### src/rtl/ram256_wb_ctrl.sv
// ram256_wb_ctrl: Wishbone classic slave driving a single RAM256 macro.
// Each strobed transfer becomes one EN0 pulse on the RAM and one registered
// ack, two cycles after the request is sampled (1 transfer per 3 cycles).
// Optional build macro RAM256_WB_RDREG_EN inserts a WAIT state and registers
// the read data, for 3-cycle latency (1 transfer per 4 cycles).
module ram256_wb_ctrl #(
    parameter int WSIZE  = 4,
    parameter int AW_LSB = 2
) (
    input  logic                 CLK,
    input  logic                 RST,
    input  logic                 wb_cyc_i,
    input  logic                 wb_stb_i,
    input  logic                 wb_we_i,
    input  logic [WSIZE-1:0]     wb_sel_i,
    input  logic [31:0]          wb_adr_i,
    input  logic [WSIZE*8-1:0]   wb_dat_i,
    output logic [WSIZE*8-1:0]   wb_dat_o,
    output logic                 wb_ack_o,
    output logic                 ram_en0,
    output logic [WSIZE-1:0]     ram_we0,
    output logic [7:0]           ram_a0,
    output logic [WSIZE*8-1:0]   ram_di0,
    input  logic [WSIZE*8-1:0]   ram_do0
);

    localparam int DW = WSIZE * 8;

    // WAIT is only reachable when read data is registered.
    typedef enum logic [1:0] {
        IDLE   = 2'd0,
        ACCESS = 2'd1,
        WAIT   = 2'd2,
        ACK    = 2'd3
    } state_t;

    state_t             state_q;
    logic               ack_q;
    logic               en_q;
    logic [WSIZE-1:0]   we_q;
    logic [7:0]         a_q;
    logic [DW-1:0]      di_q;
    logic               rd_q;    // current transfer is a read
    logic [DW-1:0]      rdata_d; // read data source presented during ACK

`ifdef RAM256_WB_RDREG_EN
    logic               live_q;  // cyc was still high when the RAM sampled
    logic [DW-1:0]      rdata_q;
`endif

    // Byte-offset and above-window address bits do not select a RAM word.
    logic unused_adr_bits;
    assign unused_adr_bits = ^{wb_adr_i[31:AW_LSB+8], wb_adr_i[AW_LSB-1:0]};

    // Transfer FSM: accepts a request in IDLE, issues one RAM strobe, acks.
    always_ff @(posedge CLK) begin
        if (RST) begin
            // NOTE: address/data holding registers are reset too, so the RAM
            // pins are at a known value out of reset, not just the control.
            state_q <= IDLE;
            ack_q   <= 1'b0;
            en_q    <= 1'b0;
            we_q    <= '0;
            a_q     <= '0;
            di_q    <= '0;
            rd_q    <= 1'b0;
`ifdef RAM256_WB_RDREG_EN
            live_q  <= 1'b0;
            rdata_q <= '0;
`endif
        end else begin
            // NOTE: every register here uses <=, so all branches see the
            // pre-edge values and the order of statements does not matter.
            unique case (state_q)
                IDLE: begin
                    if (wb_cyc_i && wb_stb_i) begin
                        en_q    <= 1'b1;
                        a_q     <= wb_adr_i[AW_LSB+7:AW_LSB];
                        di_q    <= wb_dat_i;
                        we_q    <= wb_we_i ? wb_sel_i : '0;
                        rd_q    <= ~wb_we_i;
                        state_q <= ACCESS;
                    end
                end
                ACCESS: begin
                    // The RAM samples EN0/WE0 at this edge; the operation
                    // completes even if the master has dropped cyc.
                    en_q <= 1'b0;
                    we_q <= '0;
`ifdef RAM256_WB_RDREG_EN
                    live_q  <= wb_cyc_i;
                    state_q <= WAIT;
`else
                    ack_q   <= wb_cyc_i;
                    state_q <= ACK;
`endif
                end
`ifdef RAM256_WB_RDREG_EN
                WAIT: begin
                    ack_q <= live_q & wb_cyc_i;
                    if (rd_q) begin
                        rdata_q <= ram_do0;
                    end
                    state_q <= ACK;
                end
`endif
                ACK: begin
                    // A stb still high here belongs to the acked transfer.
                    ack_q   <= 1'b0;
                    state_q <= IDLE;
                end
                default: begin
                    state_q <= IDLE;
                end
            endcase
        end
    end

    // Read data is presented only during ACK of a read; zero otherwise.
    always_comb begin
`ifdef RAM256_WB_RDREG_EN
        rdata_d = rdata_q;
`else
        rdata_d = ram_do0;
`endif
        wb_dat_o = '0;
        if (state_q == ACK && rd_q) begin
            wb_dat_o = rdata_d;
        end
    end

    assign wb_ack_o = ack_q;
    assign ram_en0  = en_q;
    assign ram_we0  = we_q;
    assign ram_a0   = a_q;
    assign ram_di0  = di_q;

endmodule

### config.mk
export PLATFORM = sky130hd
export DESIGN_NAME = ram256_wb_ctrl
export DESIGN_NICKNAME = d
export VERILOG_FILES = /design/src/rtl/ram256_wb_ctrl.sv
export SDC_FILE = /design/constraint.sdc
export NUM_CORES = 1
export LEC_CHECK = 0
export ABC_CLOCK_PERIOD_IN_PS = 1200
export CORE_MARGIN = 2
export CORE_UTILIZATION = 27
export DETAILED_ROUTE_END_ITERATION = 7
export GPL_TIMING_DRIVEN = 0
export PLACE_DENSITY_LB_ADDON = 0.12
export SLEW_MARGIN = 25
export SYNTH_ARGS = -nofsm -noshare
export SYNTH_HDL_FRONTEND = slang
export SYNTH_SLANG_ARGS = --single-unit
### constraint.sdc
create_clock -name CLK -period 1.2 [get_ports CLK]
set_input_delay 0.24 -clock CLK [delete_from_list [all_inputs] [get_ports CLK]]
set_output_delay 0.24 -clock CLK [all_outputs]
set_load 0.005 [all_outputs]
==> results.json <==
{
  "outcome": "finished with violations",
  "violations": "setup timing",
  "place_area_um2": 3645,
  "crit_chain": "and3_4, buf_4, and2_1, clkdlybuf4s15_2",
  "routedWlPerCell_um": 14.47,
  "h-tree-depth": 2,
  "dieArea_um2": 7892,
  "max_freq_mhz": 593.4,
  "hold_class": "reg -> reg",
  "async_flop_share": 0,
  "yosysMostFrequentCell": "nand2_1",
  "grt_pass1_vias": 2067,
  "synth_warnings": 0,
  "synth_top_family_by_area": "simple AND/OR/NAND/NOR gates",
  "die_w_um": 88.84,
  "synth_edf_count": 0,
  "end_kind": "output pin",
  "yosysTopAreaCell": "dfxtp_1",
  "numCtsBuffers": 5,
  "relSlewSlack": 0.7944,
  "routed.top_layer": "met4",
  "met2_length_um": 3676,
  "clkTransAtPathRegs_ns": 0.09,
  "syn_area_per_cell_um2": 8.063,
  "cts.sinks": 49,
  "p_leak_nw": 1.933,
  "insertion_delay_ns": 0.30,
  "cap_violations": 0,
  "setup_viol": 73,
  "rows": 30,
  "yosys-top-cells-count": "80 x nand2_1, 49 x dfxtp_1, 42 x a21oi_1",
  "portBuffers": 158,
  "slowest_stage": "dfxtp_4",
  "vias": 2288,
  "dp_hpwl_um": 5321,
  "syn-cell-area_um2": 1943,
  "synth.net_count": 346,
  "drcViolationCount": 0,
  "path_delay_family": "simple AND/OR/NAND/NOR gates",
  "grt_max_degree": 15,
  "synth_compound_area_frac": 0.1384,
  "start_util": 0.2829,
  "critPathMaxStageDelay_ns": 0.38,
  "ys_seq_area_frac": 0.5048,
  "diodes": 0,
  "synth-xor-area-share": 0,
  "synth_cell_type_count": 22,
  "worstPathArrival_ns": 1.45,
  "fin_nets": 532,
  "peakVddDrop_mv": 0.8221,
  "synth_area_leaders": "dfxtp_1 50%, nand2_1 15%, a21oi_1 11%",
  "antenna_found_initial": 0,
  "wl_met1_um": 3009,
  "worstMarginPinSlew_ns": 0.3085,
  "rsz0062_at_grt": "yes",
  "tns_ns": -19.39,
  "setup_ws_ns": -0.4853,
  "synth-simple-area-share": 0.2994,
  "firstDrtPassIters": 4,
  "synth_mux_area_frac": 0,
  "core-area_um2": 6869,
  "crit_path_start_kind": "flop",
  "cts_tree": "yes",
  "cp.required_ns": 0.96,
  "grt-ovfl-total": 0,
  "track_usage": 0.1814,
  "syn_inst": 241,
  "synth_flop_cell": "dfxtp_1",
  "area_growth_pct": 119.4,
  "powerDensity_nw_per_um2": 842.9,
  "vias_per_cell": 4.366,
  "root_buffer": "clkbuf_8",
  "io_pins": 183,
  "postRouteAntennaNets": 0,
  "wl_met3_um": 846,
  "yosys_register_bits": 49,
  "fin_crit_ns": 1.685,
  "drv_slew": 0,
  "drt_iter0_drc": 54,
  "synth_top_area_share": 0.5048,
  "clock_path_buffers": 2,
  "crit_fanout": 8,
  "fin_crit_sh": 1.404,
  "hold_violations": 0,
  "die_y_um": 88.84,
  "path_buf_inv": 2,
  "gp_congestion": 0.7899,
  "drt_wl_total_um": 7582,
  "synth_adder_area_share": 0,
  "path_class": "reg -> out",
  "final_area_um2": 4264,
  "grt_pass1_wl_um": 10920,
  "drive_gt1_frac": 0.3785,
  "skew_ns": 0.003863
}
per-stage QoR:
step                  util  instances  hold slack (ns)  setup slack [ns]  power [mW]
floorplan                -        241           0.3356          -0.01382       1.974
detailed placement  0.5306        495           0.4460           -0.7977       2.438
CTS                 0.5891        525           0.4563           -0.5515       3.571
global route        0.6208        524           0.4664           -0.5343       3.757
global placement    0.5306        495           0.4412           -0.7888       2.427
finish              0.6208        524           0.4534           -0.4853       3.594
layer usage:
layer  GRT usage  vias to the layer above
met2      0.3216                       98
li1            -                     1149
met4     0.04545                        0
met5           0                        -
met3     0.06810                        4
met1      0.2051                     1037
sequential cells by signal (all words and copies together), names as in the netlist:
| register | cells |
|---|---|
| ram_en0 | 1 |
| ram_we0 | 4 |
| ram_a0 | 8 |
| state_q | 2 |
| ram_di0 | 32 |
| wb_ack_o | 1 |
| rd_q | 1 |
area by class of cell:
type / count / area [µm²]
Buffer: 15 / 153.9
Clock buffer: 7 / 96.34
Fill cell: 602 / 2605
Sequential cell: 49 / 1005
Clock inverter: 1 / 5.005
Multi-Input combinational cell: 173 / 1130
Timing Repair Buffer: 182 / 1750
Inverter: 1 / 3.754
Tap cell: 96 / 120.1
worst paths after layout:
path,startpoint,end,slack (ns),depth (start not counted)
min reg2reg,ram_a0[0]$_SDFFE_PP0P_,ram_a0[0]$_SDFFE_PP0P_,0.45,2
max,state_q[0]$_SDFFE_PP0P_,wb_dat_o[27],-0.49,4
min,ram_a0[0]$_SDFFE_PP0P_,ram_a0[0]$_SDFFE_PP0P_,0.45,2
max reg2reg,state_q[0]$_SDFFE_PP0P_,rd_q$_SDFFE_PP0P_,-0.17,6
worst min-delay path: stages, from the launching register on:
cell and delay [ns]:
dfxtp_1 0.31, nand2_1 0.05, a21oi_1 0.05
kinds of logic (layout without fill, tap and decap cells):
group	count (synthesis)	in the layout
AO/OA/AOI/OAI	49	49
flip-flops	49	49
buffers and inverters	19	206
AND/OR/NAND/NOR	124	124
report_power, final:
part	internal (mW)	switching (mW)	total (mW)	leakage, nW
Sequential	1.71	0.0368	1.74	0.407
Clock	0.522	0.554	1.08	0.0542
Combinational	0.473	0.301	0.774	1.47
cell usage in the layout, fill, tap and decap left out, types with 12 or more instances in the layout:
master	synthesis	layout
buf_2	2	15
and2_1	32	19
nand2_4	0	12
nand2_1	80	56
clkdlybuf4s50_1	0	78
dfxtp_1	49	32
a21oi_2	0	25
a21oi_1	42	17
and2_4	0	13
nand2_2	0	12
dfxtp_2	0	16
buf_6	4	26
dlygate4sd2_1	0	45
repair_timing:
item,in CTS,in global routing
hold buffers,0,0
setup buffers,14,4
endpoints found under the hold margin,0,0
setup endpoints to repair,124,80
pin swaps,22,34
gates cloned,8,0
resized for setup,260,81
(Power assumes the default switching activity.)
